## config.mk

```make
export PLATFORM = sky130hd
export DESIGN_NAME = cr_had_inj
export DESIGN_NICKNAME = d
export VERILOG_FILES = /design/src/rtl/cr_had_inj_pkg.sv /design/src/rtl/cr_had_inj_fifo.sv /design/src/rtl/cr_had_inj.sv
export SDC_FILE = /design/constraint.sdc
export NUM_CORES = 1
export LEC_CHECK = 0
export ABC_AREA = 1
export BUFFER_PORTS_ARGS = -buffer_cell sky130_fd_sc_hd__buf_4
export CAP_MARGIN = 10
export CORE_ASPECT_RATIO = 1.1
export CORE_MARGIN = 2
export CORE_UTILIZATION = 53
export CTS_BUF_LIST = sky130_fd_sc_hd__clkbuf_4 sky130_fd_sc_hd__clkbuf_8 sky130_fd_sc_hd__clkbuf_16
export DETAILED_ROUTE_END_ITERATION = 10
export GPL_TIMING_DRIVEN = 0
export PLACE_DENSITY = 0.81
export SLEW_MARGIN = 10
export SYNTH_ARGS = -nofsm -noshare
export SYNTH_HDL_FRONTEND = slang
export SYNTH_HIERARCHICAL = 1
export SYNTH_SLANG_ARGS = --single-unit
```

## constraint.sdc

```tcl
create_clock -name cpuclk -period 2.69 [get_ports cpuclk]
set_clock_uncertainty 0.05 [all_clocks]
set_input_delay 0 -clock cpuclk [delete_from_list [all_inputs] [get_ports cpuclk]]
set_output_delay 0 -clock cpuclk [all_outputs]
set_load 0.1 [all_outputs]
```

## src/rtl/cr_had_inj_pkg.sv

```systemverilog
// Shared HAD injection types: FSM states, FIFO entry layout, FIFO depth.
package cr_had_inj_pkg;

    localparam int INJ_FIFO_DEPTH = 2;

    typedef enum logic [1:0] {
        INJ_IDLE  = 2'd0,
        INJ_ISSUE = 2'd1,
        INJ_EXEC  = 2'd2
    } inj_state_e;

    // ffy lands on bit 32, instruction word on bits 31:0
    typedef struct packed {
        logic        ffy;
        logic [31:0] ir;
    } inj_entry_t;

    function automatic inj_entry_t inj_pack(input logic ffy, input logic [31:0] ir);
        inj_entry_t e;
        e.ffy = ffy;
        e.ir  = ir;
        return e;
    endfunction

endpackage

```

## src/rtl/cr_had_inj_fifo.sv

```systemverilog
// Two-entry FIFO holding pending injected instructions.
module cr_had_inj_fifo
    import cr_had_inj_pkg::*;
(
    input  logic       cpuclk,
    input  logic       hadrst_b,
    input  logic       push,
    input  logic       pop,
    input  inj_entry_t wdata,
    output inj_entry_t head,
    output logic       full,
    output logic       empty,
    output logic       empty_nxt,
    output logic       drop
);

    inj_entry_t mem [INJ_FIFO_DEPTH];
    logic       wptr;
    logic       rptr;
    logic [1:0] cnt;
    logic [1:0] cnt_nxt;
    logic       wr_en;
    logic       rd_en;

    assign full  = (cnt == 2'(INJ_FIFO_DEPTH));
    assign empty = (cnt == 2'd0);
    assign rd_en = pop && !empty;
    // a pop frees the slot the write lands in, so full+pop still accepts
    assign wr_en = push && (!full || rd_en);
    assign drop  = push && !wr_en;
    assign head  = mem[rptr];

    always_comb begin
        cnt_nxt = cnt;
        if (wr_en && !rd_en) begin
            cnt_nxt = cnt + 2'd1;
        end else if (!wr_en && rd_en) begin
            cnt_nxt = cnt - 2'd1;
        end
    end

    assign empty_nxt = (cnt_nxt == 2'd0);

    always_ff @(posedge cpuclk) begin
        if (!hadrst_b) begin
            wptr <= 1'b0;
            rptr <= 1'b0;
            cnt  <= 2'd0;
            for (int i = 0; i < INJ_FIFO_DEPTH; i++) begin
                mem[i] <= '0;
            end
        end else begin
            if (wr_en) begin
                mem[wptr] <= wdata;
                wptr      <= ~wptr;
            end
            if (rd_en) begin
                rptr <= ~rptr;
            end
            cnt <= cnt_nxt;
        end
    end

endmodule

```

## src/rtl/cr_had_inj.sv

```systemverilog
// HAD debug instruction injection: source mux, FIFO, issue/exec FSM.
// Optional retirement watchdog enabled by defining HAD_INJ_TIMEOUT_EN.
module cr_had_inj
    import cr_had_inj_pkg::*;
#(
    parameter int TIMEOUT_CYCLES = 1024
)(
    input  logic        cpuclk,
    input  logic        hadrst_b,
    input  logic        ddc_regs_update_ir,
    input  logic [31:0] ddc_regs_ir,
    input  logic        ddc_regs_ffy,
    input  logic        regs_xx_ddc_en,
    input  logic        jtag_xx_update_dr,
    input  logic        regs_inj_ir_sel,
    input  logic [31:0] jtag_xx_data,
    input  logic        regs_inj_clr,
    input  logic        iu_had_inst_ack,
    input  logic        iu_had_xx_retire,
    output logic        had_iu_inst_vld,
    output logic [31:0] had_iu_inst,
    output logic        had_iu_ffy,
    output logic        inj_regs_busy,
    output logic        inj_regs_done,
    output logic        inj_regs_ovf,
    output logic        inj_regs_tmo
);

    inj_state_e state;
    inj_state_e state_nxt;
    inj_entry_t push_data;
    inj_entry_t head;
    logic       push;
    logic       pop;
    logic       full;
    logic       empty;
    logic       empty_nxt;
    logic       drop;
    logic       retire_hit;
    logic       tmo_hit;
    logic       done_q;
    logic       busy_q;
    logic       ovf_q;
    logic       tmo_q;

    always_comb begin
        push      = 1'b0;
        push_data = '0;
        if (regs_xx_ddc_en) begin
            push      = ddc_regs_update_ir;
            push_data = inj_pack(ddc_regs_ffy, ddc_regs_ir);
        end else begin
            push      = jtag_xx_update_dr && regs_inj_ir_sel;
            push_data = inj_pack(1'b0, jtag_xx_data);
        end
    end

    assign pop        = (state == INJ_ISSUE) && iu_had_inst_ack;
    assign retire_hit = (state == INJ_EXEC) && iu_had_xx_retire;

    cr_had_inj_fifo u_fifo (
        .cpuclk    (cpuclk),
        .hadrst_b  (hadrst_b),
        .push      (push),
        .pop       (pop),
        .wdata     (push_data),
        .head      (head),
        .full      (full),
        .empty     (empty),
        .empty_nxt (empty_nxt),
        .drop      (drop)
    );

`ifdef HAD_INJ_TIMEOUT_EN
    localparam int TMO_W = $clog2(TIMEOUT_CYCLES) + 1;

    logic [TMO_W-1:0] tmo_cnt;

    // a retire on the terminal cycle wins over the abort
    assign tmo_hit = (state == INJ_EXEC) && !iu_had_xx_retire
                   && (tmo_cnt == TMO_W'(TIMEOUT_CYCLES - 1));

    always_ff @(posedge cpuclk) begin
        if (!hadrst_b) begin
            tmo_cnt <= '0;
        end else if (pop) begin
            tmo_cnt <= '0;
        end else if (state == INJ_EXEC) begin
            tmo_cnt <= tmo_cnt + TMO_W'(1);
        end
    end
`else
    logic unused_tmo_cfg;
    assign unused_tmo_cfg = ^TIMEOUT_CYCLES;
    assign tmo_hit        = 1'b0;
`endif

    always_comb begin
        state_nxt = state;
        case (state)
            INJ_IDLE: begin
                if (!empty) state_nxt = INJ_ISSUE;
            end
            INJ_ISSUE: begin
                if (iu_had_inst_ack) state_nxt = INJ_EXEC;
            end
            INJ_EXEC: begin
                if (iu_had_xx_retire || tmo_hit) state_nxt = INJ_IDLE;
            end
            default: state_nxt = INJ_IDLE;
        endcase
    end

    always_ff @(posedge cpuclk) begin
        if (!hadrst_b) begin
            state  <= INJ_IDLE;
            done_q <= 1'b0;
            busy_q <= 1'b0;
            ovf_q  <= 1'b0;
            tmo_q  <= 1'b0;
        end else begin
            state  <= state_nxt;
            done_q <= retire_hit;
            busy_q <= !empty_nxt || (state_nxt != INJ_IDLE);
            ovf_q  <= drop || (ovf_q && !regs_inj_clr);
            tmo_q  <= tmo_hit || (tmo_q && !regs_inj_clr);
        end
    end

    assign had_iu_inst_vld = (state == INJ_ISSUE);
    assign had_iu_inst     = had_iu_inst_vld ? head.ir : 32'h0;
    assign had_iu_ffy      = had_iu_inst_vld && head.ffy;
    assign inj_regs_busy   = busy_q;
    assign inj_regs_done   = done_q;
    assign inj_regs_ovf    = ovf_q;
    assign inj_regs_tmo    = tmo_q;

endmodule

```

Word level (Yosys, flattened, before mapping)
Memories as Yosys holds them, arrays and structs flattened. A register that Yosys moved wholly into a read port is not among the register bits.
Index checks and enable logic that the tools add are counted.
Word-level totals
  memories: 1
  flip-flop bits (word level): 10
  RAM bits: 66
  input bits: 74
Memories
  u_fifo.mem: depth 2, width 33, read ports 1, clocked after memory_dff 1, write ports 2, line cr_had_inj_fifo.sv:17  | inj_entry_t mem [INJ_FIFO_DEPTH];
Operators by class
  equal/unequal tests: 3
  $add $sub $neg: 2
  bitwise operators: 2
  muxes and demuxes: 18
  reduce and logical (&&, ||, !) cells: 25
Operators by type and width (number)
  $mux 33: 2
  $reduce_or 33->1: 1
  $mux 32: 1
  $logic_and 1x1->1: 11
  $mux 2: 5
  $mux 1: 9
  $logic_not 1->1: 6
  $logic_not 2->1: 3
  $pmux 2 s3: 1
  $eq 2x2->1 const B: 2
  $logic_or 1x1->1: 3
  $add 2x1->2 const B: 1
  $eq 2x1->1 const B: 1
  $not 1->1: 2
  $reduce_bool 2->1: 1
  $sub 2x1->2 const B: 1

Depth between registers and ports, before layout
Gate-level depths: netlist (run 1).
  depth after elaboration: 12
  mapped depth: 15
  depth with buffers taken out: 14

Cells and area by module
The synthesis (run 1) kept the hierarchy.
Modules (own cells, without submodules)
  cr_had_inj_fifo: sequential area each 2082.0 um^2, area each 3206.8 um^2, cells each 250, times used 1
  cr_had_inj: sequential area each 120.1 um^2, area each 952.2 um^2, cells each 213, times used 1

Worst setup path after synthesis (run 1)
No wires, ideal clock.
  path kind: reg2out
  start point: reg state[0]
  end point: out had_iu_inst[10]
  slack: 0.137 ns
  cell stages (with the launch flop): 6
  arrival: 2.503 ns
  buffers on the path: 1
  path through: dfxtp_1 > inv_2 > nor2_4 > inv_2 > buf_6 > nor2_1
Between the ends
  longest elaborated chain between the ends: 2
RTL lines
  start: declaration: line cr_had_inj.sv:29  | inj_state_e state;
  start signal: assignment: line cr_had_inj.sv:122  | state <= state_nxt;
  $eq 2x1->1: line cr_had_inj.sv:130  | assign had_iu_inst_vld = (state == INJ_ISSUE);
  net had_iu_inst_vld: line cr_had_inj.sv:20  | output logic had_iu_inst_vld,
  $mux 32: line cr_had_inj.sv:131  | assign had_iu_inst = had_iu_inst_vld ? head.ir : 32'h0;
  end: declaration: line cr_had_inj.sv:21  | output logic [31:0] had_iu_inst,
The timed path passes the listed nets, and every way through them passes these cells.

==> metrics.txt, run 1 <==
met2 wire length 5178 microns; Seq cells post-synth 77; first-pass detailed-route iteration total 5; endpoints failing hold 0; Nets 666; Worst EP arrival 2.25 ns; Layout area overhead 30.42%; CP Launch Point u_fifo/cnt[0]$_SDFF_PN0_; FFs w/ async S/R, synth 0%; Yosys Warn Count 6; instance count on the critical path 8; DR vias 3274; pre-CTS setup slack 0.1235 ns; Residual DRC 0; 1st-iter DRT viols 108; top-count cell post-synth nand2_1; first-pass GRT wire length 15140 microns; critical path launch point type flop; clock-pin slew of the registers on the worst-case setup and hold paths 0.08 ns; CTS tree yes; period utilisation layout 86.29%; Worst path max stage delay 0.37 ns; measured slew at the worst slew-check pin 0.5983 ns; part of the Yosys area used for sequential elements 52.95%; post-layout util 72.18%; grt ovf 0; post-synthesis cell area 4159 sq um; reg-to-reg endpoint u_fifo/mem[0][14]$_SDFFCE_PN0P_; largest net degree at the start of global routing 34; initial antenna violation count 0; Final Max Slew Viols 0; Worst-Skew Late Latency 0.34 ns; met1 WL 3605 microns; clk sinks 77; CP Max Fanout 33; full die area 8572 sq um; Routed WL per cell 13.37 microns; synth unique cells 25; R2R setup slack 0.37 ns; Clock Path Buffers 2; Top-Level Pins 112; Cell Chain, Critical Path inv_1 -> ha_1 -> inv_1 -> nand2_2 -> a21oi_4 -> nand3b_4 -> buf_6 -> nand2_4; final setup vio count 0; share of layout cells above drive strength 1 37.14%; DR WL met3 398 microns; cts bufs inserted 9; crit path buf inv count 3; worst hold-check path type in2reg; CP most frequent cell inv_1; outcome completed; Detail Route Antenna Nets 0; Worst path slowest cell nand2_4; initial core utilization 55.34%; Worst slew margin 60.11%; ys flop type edfxtp_1; antenna cell count 0; RSZ-0062 raised after global routing false; drt via density 4.677; number of synthesized flops with an enable pin 66; FMAX 0.4308 GHz; Crit Path Class reg2reg; worst r2r path cells 8; Reg2Reg Launch Point u_fifo/cnt[0]$_SDFF_PN0_; Root Driver clkbuf_8; gr usage total 23.12%; Max-cap violations 0; placed inst area 5121 sq um; Syn Nets 539; core region area 7515 sq um; top-area cell type share of the netlist area 47.65%; commonest cells in the netlist 118 x nand2_1, 81 x inv_1, 77 x nor2_1; CTS H-Tree Depth 3; vias in the first global route 3334; crit end category flop; Yosys top cell by area edfxtp_1; peak supply drop 319.7 uV; routability congestion estimate 0.7771; cell family with most CP delay simple AND/OR/NAND/NOR gates; Die H 96.91 microns; Routed WL 9360 microns; Synth area leaders edfxtp_1 48%, nand2_1 11%, mux2_2 8.9%; Critical path destination u_fifo/mem[0][14]$_SDFFCE_PN0P_; IO buf count 110; Leak 2.696 nW; Final min period 2.321 ns; cell count after synthesis 463; Fill cells 587; Die Wd 88.46 microns; row count 33; final worst slack 0.3687 ns; post-route cell area 5424 sq um; Fin Hold WS 0.01106 ns; P per Cell Area 578.0 nW/um^2; post-DP HPWL 6631 microns; Syn Area/Cell 8.983 sq um; CP required 2.62 ns; DR top layer met4
[metal layers]
metal | global-route usage, % | vias up
met2 | 42.74 | 83
met4 | 8.741 | 0
met1 | 25.61 | 1508
met5 | 0 | -
met3 | 4.010 | 16
li1 | - | 1667
[worst register-to-register path: cells and delay by family, from the launching register on]
family,cells,cell delay (ns)
simple gates,3,0.67
buf+inv,3,0.41
flops,1,0.35
compound gates,1,0.23
fa+ha+maj,1,0.22
[area by class of cell]
class | instances | area [sq um] | area share [%]
clock buffers | 15 | 227.7 | 4.198
plain buffers | 21 | 160.2 | 2.953
inverters | 84 | 315.3 | 5.813
clock inverters | 1 | 5.005 | 0.09227
repair buffers | 116 | 885.9 | 16.33
well taps | 105 | 131.4 | 2.422
multi-input cells | 281 | 1496 | 27.59
flip-flops and latches | 77 | 2202 | 40.60
[kinds of logic after synthesis]
logic type                 count (synthesis)  share of synthesized area (%)
AOI/OAI and AO/OA                          5                         0.9627
xor gates and xnor gates                   1                         0.2106
adders and majority gates                  2                         0.6016
buffers and inverters                    105                          11.43
DFF                                       77                          52.95
muxes                                     33                          8.935
and+or+nand+nor                          240                          24.91
[layout by cell type, fill, tap and decap left out, drive strengths merged, types with 2 or more instances in the layout]
cell	n
nor2	110
dlygate4sd3	6
inv	84
nand2	119
dfxtp	11
a21oi	3
edfxtp	66
clkbuf	16
buf	130
nand3	7
ha	2
mux2	33
[where the power goes]
part / internal, mW / leakage (nW) / total, mW / switching, mW
sequential: 1.38 / 0.778 / 1.41 / 0.0255
combinational: 0.247 / 1.80 / 0.774 / 0.527
clock: 0.550 / 0.122 / 0.954 / 0.405
[sequential cells by signal (all words and copies together), names as in the netlist, named ones only]
name	count
u_fifo/mem	66
state	2
u_fifo/cnt	2
inj_regs_busy	1
inj_regs_done	1
inj_regs_ovf	1
inj_regs_tmo	1
u_fifo/rptr	1
u_fifo/wptr	1
[repair_timing]
item / CTS / global route
setup endpoints to repair: 0 / 35
endpoints found under the hold margin: 6 / 0
gates resized for setup: 0 / 2
hold buffers: 6 / 0
setup buffers: 0 / 0
[per-stage QoR]
stage	instances	power (mW)	setup TNS (ns)
3_5_place_dp	678	2.202	0
6_report	700	3.135	0
3_3_place_gp	678	2.177	-14.74
2_1_floorplan	463	1.979	0
5_1_grt	700	3.256	0
4_1_cts	700	3.149	0
[worst min path at each step]
stage | endpoint | start | slack (ns) | depth (start not counted)
after floorplan | inj_regs_tmo$_SDFF_PN0_ | regs_inj_clr | 0.02 | 1
after global placement | inj_regs_tmo$_SDFF_PN0_ | regs_inj_clr | 0.12 | 2
after detailed placement | inj_regs_tmo$_SDFF_PN0_ | regs_inj_clr | 0.13 | 2
after CTS | u_fifo/mem[0][0]$_SDFFCE_PN0P_ | jtag_xx_data[0] | 0.005 | 5
after global routing | u_fifo/mem[1][13]$_SDFFCE_PN0P_ | jtag_xx_data[13] | 0.03 | 5
final | u_fifo/mem[0][0]$_SDFFCE_PN0P_ | jtag_xx_data[0] | 0.01 | 5
Power figures use the tool's default switching activity.
==> run 2, diff against run 1 <==
Settings changed: RECOVER_POWER set to 100.
==> run 2 against run 1 <==
Maximum frequency is 2.7% lower. Routed wire length is 0.15% higher. First-iteration DRC count is 1.9% higher. Critical endpoint unchanged. Cell count stayed put. Sequential share of layout area is 1.2 points higher. Highest routed layer unchanged. Die area stayed put. Worst setup slack worse by 0.064 ns.
==> metrics.txt, run 2 (same netlist as run 1, synthesis figures left out) <==
outcome completed; Flop pwr share 45.3%; peak supply drop 314.8 uV; row count 33; crit end category flop; reg-to-reg endpoint u_fifo/mem[0][14]$_SDFFCE_PN0P_; DR WL met3 404 microns; met2 wire length 5119 microns; IO buf count 110; met1 WL 3650 microns; Worst slew margin 21.88%; clk sinks 77; cts bufs inserted 9; Die Wd 88.46 microns; Nets 666; Crit Path Class reg2reg; Setup Buffers After CTS 0; Hold Startpoint jtag_xx_data[0]; worst hold stages 5; Sw Pwr 954.9 uW; Fill cells 621; final setup vio count 0; Final min period 2.386 ns; first-pass GRT wire length 15140 microns; most common cell after layout, fill and taps aside nand2_1; CTS tree yes; Top-Level Pins 112; antenna cell count 0; worst hold-check path type in2reg; largest net degree at the start of global routing 34; initial antenna violation count 0; Max-cap violations 0; initial core utilization 55.34%; Root Driver clkbuf_8; share of layout cells above drive strength 1 33.28%; switch share 30.75%; Clock power frac 30.8%; Int Pwr 2.150 mW; grt ovf 0; CTS H-Tree Depth 3; Hold Path End u_fifo/mem[1][0]$_SDFFCE_PN0P_; DR vias 3289; endpoints failing hold 0; P per Cell Area 589.0 nW/um^2; Worst EP arrival 2.31 ns; Clock Path Buffers 2; drt via density 4.699; Fin Hold WS 0.008703 ns; Routed WL per cell 13.39 microns; Leak 2.606 nW; DR top layer met4; Routed WL 9374 microns; measured slew at the worst slew-check pin 1.177 ns; full die area 8572 sq um; vias in the first global route 3334; period utilisation layout 88.69%; 1st-iter DRT viols 110; CP Max Fanout 33; Largest register FFs 66; Reg2Reg Launch Point u_fifo/cnt[0]$_SDFF_PN0_; largest reg by FF count u_fifo/mem; Residual DRC 0; Die H 96.91 microns; clock-pin slew of the registers on the worst-case setup and hold paths 0.08 ns; FMAX 0.4192 GHz; core region area 7515 sq um; Final Max Slew Viols 0; R2R setup slack 0.30 ns; RSZ-0062 raised after global routing false; Detail Route Antenna Nets 0; critical path launch point type flop; post-DP HPWL 6631 microns; logic gate share of total power 23.9%; post-layout util 70.15%; setup TNS 0 ns; routability congestion estimate 0.7771; most frequent cells in the layout 117 x nand2_1, 83 x nor2_1, 81 x inv_1, 74 x buf_4, 66 x edfxtp_1; Worst-Skew Late Latency 0.34 ns; gr usage total 23.12%; worst r2r path cells 8; CP required 2.61 ns; Layout area overhead 26.74%; largest registers u_fifo/mem x66, state x2, u_fifo/cnt x2; first-pass detailed-route iteration total 4
-- run 2: routing by layer --
metal  vias to the layer above  track usage, %
li1                       1668               -
met1                      1510           25.61
met2                        93           42.74
met3                        18           4.010
met4                         0           8.741
met5                         -               0
-- run 2: worst max-delay path by stage --
stage / from / end / depth (start not counted) / slack [ns]
global placement: u_fifo/cnt[0]$_SDFF_PN0_ / u_fifo/mem[0][18]$_SDFFCE_PN0P_ / 8 / -0.24
CTS: u_fifo/cnt[0]$_SDFF_PN0_ / u_fifo/mem[0][19]$_SDFFCE_PN0P_ / 8 / 0.1
detailed placement: u_fifo/cnt[0]$_SDFF_PN0_ / u_fifo/mem[0][18]$_SDFFCE_PN0P_ / 8 / 0.12
global route: flop / had_iu_inst[1] / 6 / 0.18
finish: u_fifo/cnt[0]$_SDFF_PN0_ / u_fifo/mem[0][14]$_SDFFCE_PN0P_ / 8 / 0.30
floorplan: state[0]$_SDFF_PN0_ / had_iu_inst[10] / 5 / 0.14
-- run 2: worst max-delay path, cell delays in order, from the launching register on --
cell      delay [ns]
dfxtp_1         0.36
inv_1           0.09
ha_1            0.23
inv_1           0.10
nand2_1         0.16
a21oi_4         0.26
nand3b_4        0.17
buf_6           0.21
nand2_4         0.38
-- run 2: metrics by stage --
| step | power (mW) | worst slack (ns) | std cells | instance area (sq um) |
|---|---|---|---|---|
| after floorplan | 1.979 | 0.1373 | 463 | 4159 |
| after global placement | 2.177 | -0.2430 | 678 | 5116 |
| after detailed placement | 2.202 | 0.1235 | 678 | 5121 |
| after CTS | 3.149 | 0.09933 | 700 | 5414 |
| after global routing | 3.225 | 0.1804 | 700 | 5271 |
| final | 3.105 | 0.3042 | 700 | 5271 |
-- run 2: power by group through the flow --
stage / Clock (mW) / Sequential [mW] / Combinational, mW
final: 0.956 / 1.41 / 0.742
after global placement: 0 / 1.43 / 0.748
after floorplan: 0 / 1.46 / 0.521
after CTS: 0.965 / 1.41 / 0.775
after detailed placement: 0 / 1.43 / 0.767
after global routing: 1.01 / 1.42 / 0.797
-- run 2: what timing repair did --
action                                 CTS  global route
setup endpoints to repair                0            35
gates resized for setup                  0             2
endpoints found under the hold margin    6             0
hold buffers                             6             0
-- run 2: area by class of cell --
| type | count | area, sq um | area share [%] |
|---|---|---|---|
| Multi-Input combinational cell | 281 | 1479 | 28.06 |
| Inverter | 84 | 315.3 | 5.981 |
| Sequential cell | 77 | 2202 | 41.78 |
| Buffer | 21 | 126.4 | 2.397 |
| Clock buffer | 15 | 227.7 | 4.320 |
| Clock inverter | 1 | 5.005 | 0.09494 |
| Tap cell | 105 | 131.4 | 2.492 |
| Timing Repair Buffer | 116 | 784.5 | 14.88 |
